<file path="src/rtl/xoro_pkg.sv">
// Shared types and constants for the xoroshiro128+ word FIFO.
//   WORD_W / RND_W : FIFO word width and PRNG sample width
//   xoro_state_e   : splitter FSM states
//   xoro_clog2     : ceil(log2(n)), never less than 1 (safe as a vector width)
package xoro_pkg;

    localparam int unsigned WORD_W = 32;
    localparam int unsigned RND_W  = 64;

    typedef enum logic [1:0] {
        StWarm,
        StLoad,
        StHi
    } xoro_state_e;

    function automatic int unsigned xoro_clog2(input int unsigned n);
        int unsigned r;
        r = 0;
        while ((64'd1 << r) < 64'(n)) begin
            r = r + 1;
        end
        return (r == 0) ? 1 : r;
    endfunction

endpackage

</file>
<file path="src/rtl/xoro_sync_fifo.sv">
// Single-clock first-word-fall-through FIFO.
//   clk, resn      : clock and asynchronous active-low reset (clears storage too)
//   push, wdata    : write strobe and data; caller guarantees !full or simultaneous pop
//   pop            : read strobe; caller guarantees !empty
//   rdata          : head word, zero while empty
//   count          : registered occupancy
//   full, empty    : occupancy flags
module xoro_sync_fifo
    import xoro_pkg::*;
#(
    parameter int unsigned WIDTH = 32,
    parameter int unsigned DEPTH = 8,
    localparam int unsigned AW = xoro_clog2(DEPTH),
    localparam int unsigned CW = xoro_clog2(DEPTH + 1)
) (
    input  logic             clk,
    input  logic             resn,
    input  logic             push,
    input  logic [WIDTH-1:0] wdata,
    input  logic             pop,
    output logic [WIDTH-1:0] rdata,
    output logic [CW-1:0]    count,
    output logic             full,
    output logic             empty
);

    logic [WIDTH-1:0] mem_q [DEPTH];
    logic [AW-1:0]    wr_ptr_q;
    logic [AW-1:0]    rd_ptr_q;
    logic [CW-1:0]    count_q;

    // DEPTH is a power of two, so pointers wrap by plain overflow.
    always_ff @(posedge clk or negedge resn) begin
        if (!resn) begin
            for (int i = 0; i < int'(DEPTH); i++) begin
                mem_q[i] <= '0;
            end
            wr_ptr_q <= '0;
            rd_ptr_q <= '0;
            count_q  <= '0;
        end else begin
            if (push) begin
                mem_q[wr_ptr_q] <= wdata;
                wr_ptr_q        <= wr_ptr_q + AW'(1);
            end
            if (pop) begin
                rd_ptr_q <= rd_ptr_q + AW'(1);
            end
            if (push && !pop) begin
                count_q <= count_q + CW'(1);
            end else if (pop && !push) begin
                count_q <= count_q - CW'(1);
            end
        end
    end

    always_comb begin
        empty = (count_q == '0);
        full  = (count_q == CW'(DEPTH));
        count = count_q;
        rdata = empty ? '0 : mem_q[rd_ptr_q];
    end

endmodule

</file>
<file path="src/rtl/xoro_word_fifo.sv">
// Captures free-running xoroshiro128+ samples, splits each into two 32-bit
// words (low half first) and serves them through a valid/ready stream.
// The first WARMUP samples after reset are discarded. Samples arriving while
// the FIFO cannot accept a word are skipped, never queued.
//   clk, resn  : clock and asynchronous active-low reset
//   rnd_in     : 64-bit PRNG output, new value every cycle
//   out_data   : head word (zero while empty)
//   out_valid  : FIFO non-empty
//   out_ready  : consumer takes out_data this cycle
//   level      : registered FIFO occupancy
// Build option: XORO_HI_ONLY_EN -- keep only rnd_in[63:32] of each sample,
// one word per sample, no hold register or HI state.
module xoro_word_fifo
    import xoro_pkg::*;
#(
    parameter int unsigned DEPTH  = 8,
    parameter int unsigned WARMUP = 2,
    localparam int unsigned LW = xoro_clog2(DEPTH + 1)
) (
    input  logic              clk,
    input  logic              resn,
    input  logic [RND_W-1:0]  rnd_in,
    output logic [WORD_W-1:0] out_data,
    output logic              out_valid,
    input  logic              out_ready,
    output logic [LW-1:0]     level
);

    localparam int unsigned WW = xoro_clog2(WARMUP + 1);
    localparam logic [WW-1:0] WarmLast = WW'(WARMUP - 1);
    localparam xoro_state_e StReset = (WARMUP == 0) ? StLoad : StWarm;

    xoro_state_e       state_q;
    logic [WW-1:0]     warm_cnt_q;
    logic              fifo_full;
    logic              fifo_empty;
    logic              pop;
    logic              wr_en;
    logic              push;
    logic [WORD_W-1:0] wdata;

    assign out_valid = !fifo_empty;
    assign pop       = out_valid && out_ready;
    // A pop this cycle frees the slot the push needs, so full does not block.
    assign wr_en     = !fifo_full || pop;

`ifdef XORO_HI_ONLY_EN
    assign push  = (state_q == StLoad) && wr_en;
    assign wdata = rnd_in[63:32];

    always_ff @(posedge clk or negedge resn) begin
        if (!resn) begin
            state_q    <= StReset;
            warm_cnt_q <= '0;
        end else begin
            unique case (state_q)
                StWarm: begin
                    if (warm_cnt_q == WarmLast) begin
                        state_q <= StLoad;
                    end else begin
                        warm_cnt_q <= warm_cnt_q + WW'(1);
                    end
                end
                default: state_q <= StLoad;
            endcase
        end
    end
`else
    logic [WORD_W-1:0] hold_q;

    assign push  = ((state_q == StLoad) || (state_q == StHi)) && wr_en;
    assign wdata = (state_q == StHi) ? hold_q : rnd_in[31:0];

    always_ff @(posedge clk or negedge resn) begin
        if (!resn) begin
            state_q    <= StReset;
            warm_cnt_q <= '0;
            hold_q     <= '0;
        end else begin
            unique case (state_q)
                StWarm: begin
                    if (warm_cnt_q == WarmLast) begin
                        state_q <= StLoad;
                    end else begin
                        warm_cnt_q <= warm_cnt_q + WW'(1);
                    end
                end
                StLoad: begin
                    if (wr_en) begin
                        hold_q  <= rnd_in[63:32];
                        state_q <= StHi;
                    end
                end
                StHi: begin
                    if (wr_en) begin
                        state_q <= StLoad;
                    end
                end
                default: state_q <= StReset;
            endcase
        end
    end
`endif

    xoro_sync_fifo #(
        .WIDTH (WORD_W),
        .DEPTH (DEPTH)
    ) u_fifo (
        .clk   (clk),
        .resn  (resn),
        .push  (push),
        .wdata (wdata),
        .pop   (pop),
        .rdata (out_data),
        .count (level),
        .full  (fifo_full),
        .empty (fifo_empty)
    );

endmodule
</file>
<file path="config.mk">
export PLATFORM = sky130hd
export DESIGN_NAME = xoro_word_fifo
export DESIGN_NICKNAME = d
export VERILOG_FILES = /design/src/rtl/xoro_pkg.sv /design/src/rtl/xoro_sync_fifo.sv /design/src/rtl/xoro_word_fifo.sv
export SDC_FILE = /design/constraint.sdc
export NUM_CORES = 1
export LEC_CHECK = 0
export CORE_AREA = 3 3 206 208
export DETAILED_ROUTE_END_ITERATION = 10
export DIE_AREA = 0 0 209 211
export PLACE_DENSITY = 0.53
export SLEW_MARGIN = 20
export SYNTH_ARGS = -nofsm -noshare
export SYNTH_HDL_FRONTEND = slang
export SYNTH_SLANG_ARGS = --single-unit
export TNS_END_PERCENT = 5
</file>
<file path="constraint.sdc">
create_clock -name clk -period 3.6 [get_ports clk]
set_clock_uncertainty 0.2 [all_clocks]
set_input_delay 0.72 -clock clk [delete_from_list [all_inputs] [get_ports clk]]
set_output_delay 0.72 -clock clk [all_outputs]
set_load 0.01 [all_outputs]
</file>
==> flow_metrics.tcl <==
set metrics [dict create \
    outcome "finished, final reports clean" \
    track_usage_pct 15.6 \
    slew_viol_final 0 \
    io_pins 104 \
    synth_seq_area_share_pct 53.1 \
    cts.reportedPaths.clkPinSlew_ns 0.05 \
    finalHoldViolCount 0 \
    grt_pass1_wl_um 53000 \
    ys_async_sr_fraction_pct 100 \
    holdWs_ns 0.0320 \
    maxCapViolCount 0 \
    hpwl_um 19600 \
    design_power_total_mw 18.6 \
    synth_nets 931 \
    fp.dieW_um 209 \
    grt_overflow 0 \
    final_area_um2 17300 \
    drc_errors 0 \
    drive_above_1_share_pct 48.6 \
    worst_ir_drop_vdd_v 0.000541 \
    mostFrequentLayoutCells "dfrtp_1, mux2_2, clkdlybuf4s50_1" \
    syn_area_um2 14200 \
    tritoncts "built" \
    p_per_area_nw_per_um2 1080 \
    ys_seq_elements 302 \
    p_leak_nw 7.15 \
    period_share_pct 97.4 \
    critPathKind "reg -> out" \
    insertedDiodeCount 0 \
    synth_edf_count 0 \
    clock_latency_ns 0.52 \
    final_common_cell "dfrtp_1" \
    drt_iter0_drc 367 \
    ant_nets 0 \
    dr.pass1.iters 4 \
    finalSetupViolations 0 \
    cp_top_family "simple AND/OR/NAND/NOR gates" \
    root_buffer "clkbuf_16" \
    ys.flop_type "dfrtp_1" \
    synth_warnings 0 \
    dieArea_um2 44100 \
    via_per_inst 5.06 \
    cp_slowest_cell "or4_4" \
    critical_path_arrival_ns 2.59 \
    max_slew_margin_pct 51.6 \
    cts_buffer_depth 3 \
    cp_max_fo 32 \
    grt_max_degree 85 \
    hold_path.class "in -> async" \
    cts.htree.levels 2 \
    port_buffers 103 \
    critPathLaunchType "flip-flop" \
    critPathCaptureType "primary output" \
    clock-sinks 302 \
    antenna_found_initial 1 \
    timing.fmax_mhz 285 \
    layoutNonFillerInstCount 1536 \
    rsz0062_at_grt "yes" \
    place_congestion 0.711 \
    grt_pass1_vias 8536 \
    finalWirelength_um 33500 \
    vias 7772 \
    path_buf_inv 2 \
    cts_buffers 36 \
    avgSynthCellArea_um2 16.7 \
    num_rows 74 \
    cpPeakStageDelay_ns 0.59 \
    start_util_pct 35.0 \
    tightest_slew_ns 0.726 \
    ctsHoldBuffers 0 \
    die_y_um 211 \
    routedWlPerCell_um 21.8 \
    finalWorstPathRequiredPeriod_ns 3.51 \
    synthCells 853 \
    nNetsFinal 1057 \
    required_ns 2.68 \
    place_area_um2 16000 \
    crit_chain "or4_4 > and2_4 > buf_12 > a22o_1 > clkdlybuf4s50_1" \
    setup-tns-final_ns 0 \
    fp.coreArea_um2 40700 \
    synth_cell_types 38 \
    placed_cells 1468 \
    syn2layout_area_growth_pct 21.4 \
]
## synth_stat cells, types with 7 or more instances
cell type | number | share of area, %
mux2_1 | 14 | 1.1
buf_6 | 24 | 1.9
dfrtp_1 | 302 | 53
clkbuf_1 | 18 | 0.47
buf_2 | 9 | 0.32
nand2_1 | 7 | 0.18
ha_1 | 10 | 0.88
mux4_2 | 64 | 10
mux2_2 | 249 | 20
mux2_4 | 60 | 6.3
a22o_1 | 32 | 2.0
## timing repair
action / 4_1_cts / 5_1_grt
pin swaps: 1 / 1
buffers inserted: 3 / 0
hold endpoints to repair: 0 / 0
cloned: 2 / 0
setup endpoints to repair: 32 / 28
resized for setup: 10 / 22
## sequential cells by signal, summed over array words and instances (netlist names)
register and cells:
u_fifo.rd_ptr_q 3, u_fifo.mem_q 256, hold_q 32, u_fifo.wr_ptr_q 3
warm_cnt_q 2, state_q 2, u_fifo.count 4
## stage by stage
| step | util [%] | setup WS [ns] |
|---|---|---|
| final | 42.4 | 0.0950 |
| after global routing | 42.4 | -0.0110 |
| after CTS | 42.3 | 0.00434 |
| after detailed placement | 39.2 | 0.185 |
| after global placement | 39.2 | 0.308 |
| after floorplan | - | 0.443 |
## worst reg2reg max path: cells and delay by family (launching register included)
family	cells	cell delay (ns)
adder cells (fa/ha/maj)	3	1.02
AO/OA/AOI/OAI	3	0.51
AND/OR/NAND/NOR	1	0.48
flip-flops	1	0.40
buffers and inverters	2	0.23
## report_power, final
group          internal [mW]  total [mW]  leakage (nW)  switching [mW]
Clock                   2.14        3.56         0.566            1.42
Combinational           5.13        8.92          3.06            3.79
Sequential              5.20        6.10          3.52           0.899
## layer usage
metal | GRT usage (%) | share of wire [%] | vias to the layer above
li1 | - | - | 3475
met1 | 22.7 | 48 | 4128
met4 | 4.11 | 1.8 | 0
met5 | 0 | 0 | -
met2 | 24.4 | 46 | 133
met3 | 2.66 | 4.3 | 36
## worst paths after layout
kind                                    from           endpoint  slack, ns  cells past startpoint
setup / recovery             u_fifo.count[0]       out_data[16]       0.09                      5
hold / removal                          resn      warm_cnt_q[0]       0.03                      1
setup reg to reg                  state_q[0]    u_fifo.count[3]       0.65                      9
hold reg to reg            u_fifo.mem_q[187]  u_fifo.mem_q[187]       0.28                      1
max in group asynchronous               resn  u_fifo.mem_q[233]       2.28                      2
min in group clk           u_fifo.mem_q[187]  u_fifo.mem_q[187]       0.28                      1
## kinds of logic after synthesis
| logic type | synth area share (%) |
|---|---|
| AO/OA/AOI/OAI | 3.85 |
| XOR/XNOR | 0.431 |
| buffers and inverters | 3.03 |
| flip-flops | 53.1 |
| AND/OR/NAND/NOR | 1.27 |
| adder cells (fa/ha/maj) | 1.02 |
| multiplexers | 37.3 |
## cell type report
| cell class | instances | area [µm²] |
|---|---|---|
| clock inverters | 16 | 164 |
| fillers | 3720 | 23500 |
| inverters | 4 | 15.0 |
| multi-input cells | 492 | 6290 |
| well taps | 532 | 666 |
| clock buffers | 47 | 983 |
| repair buffers | 143 | 1600 |
| flip-flops and latches | 302 | 7560 |
Power figures use the tool's default switching activity.
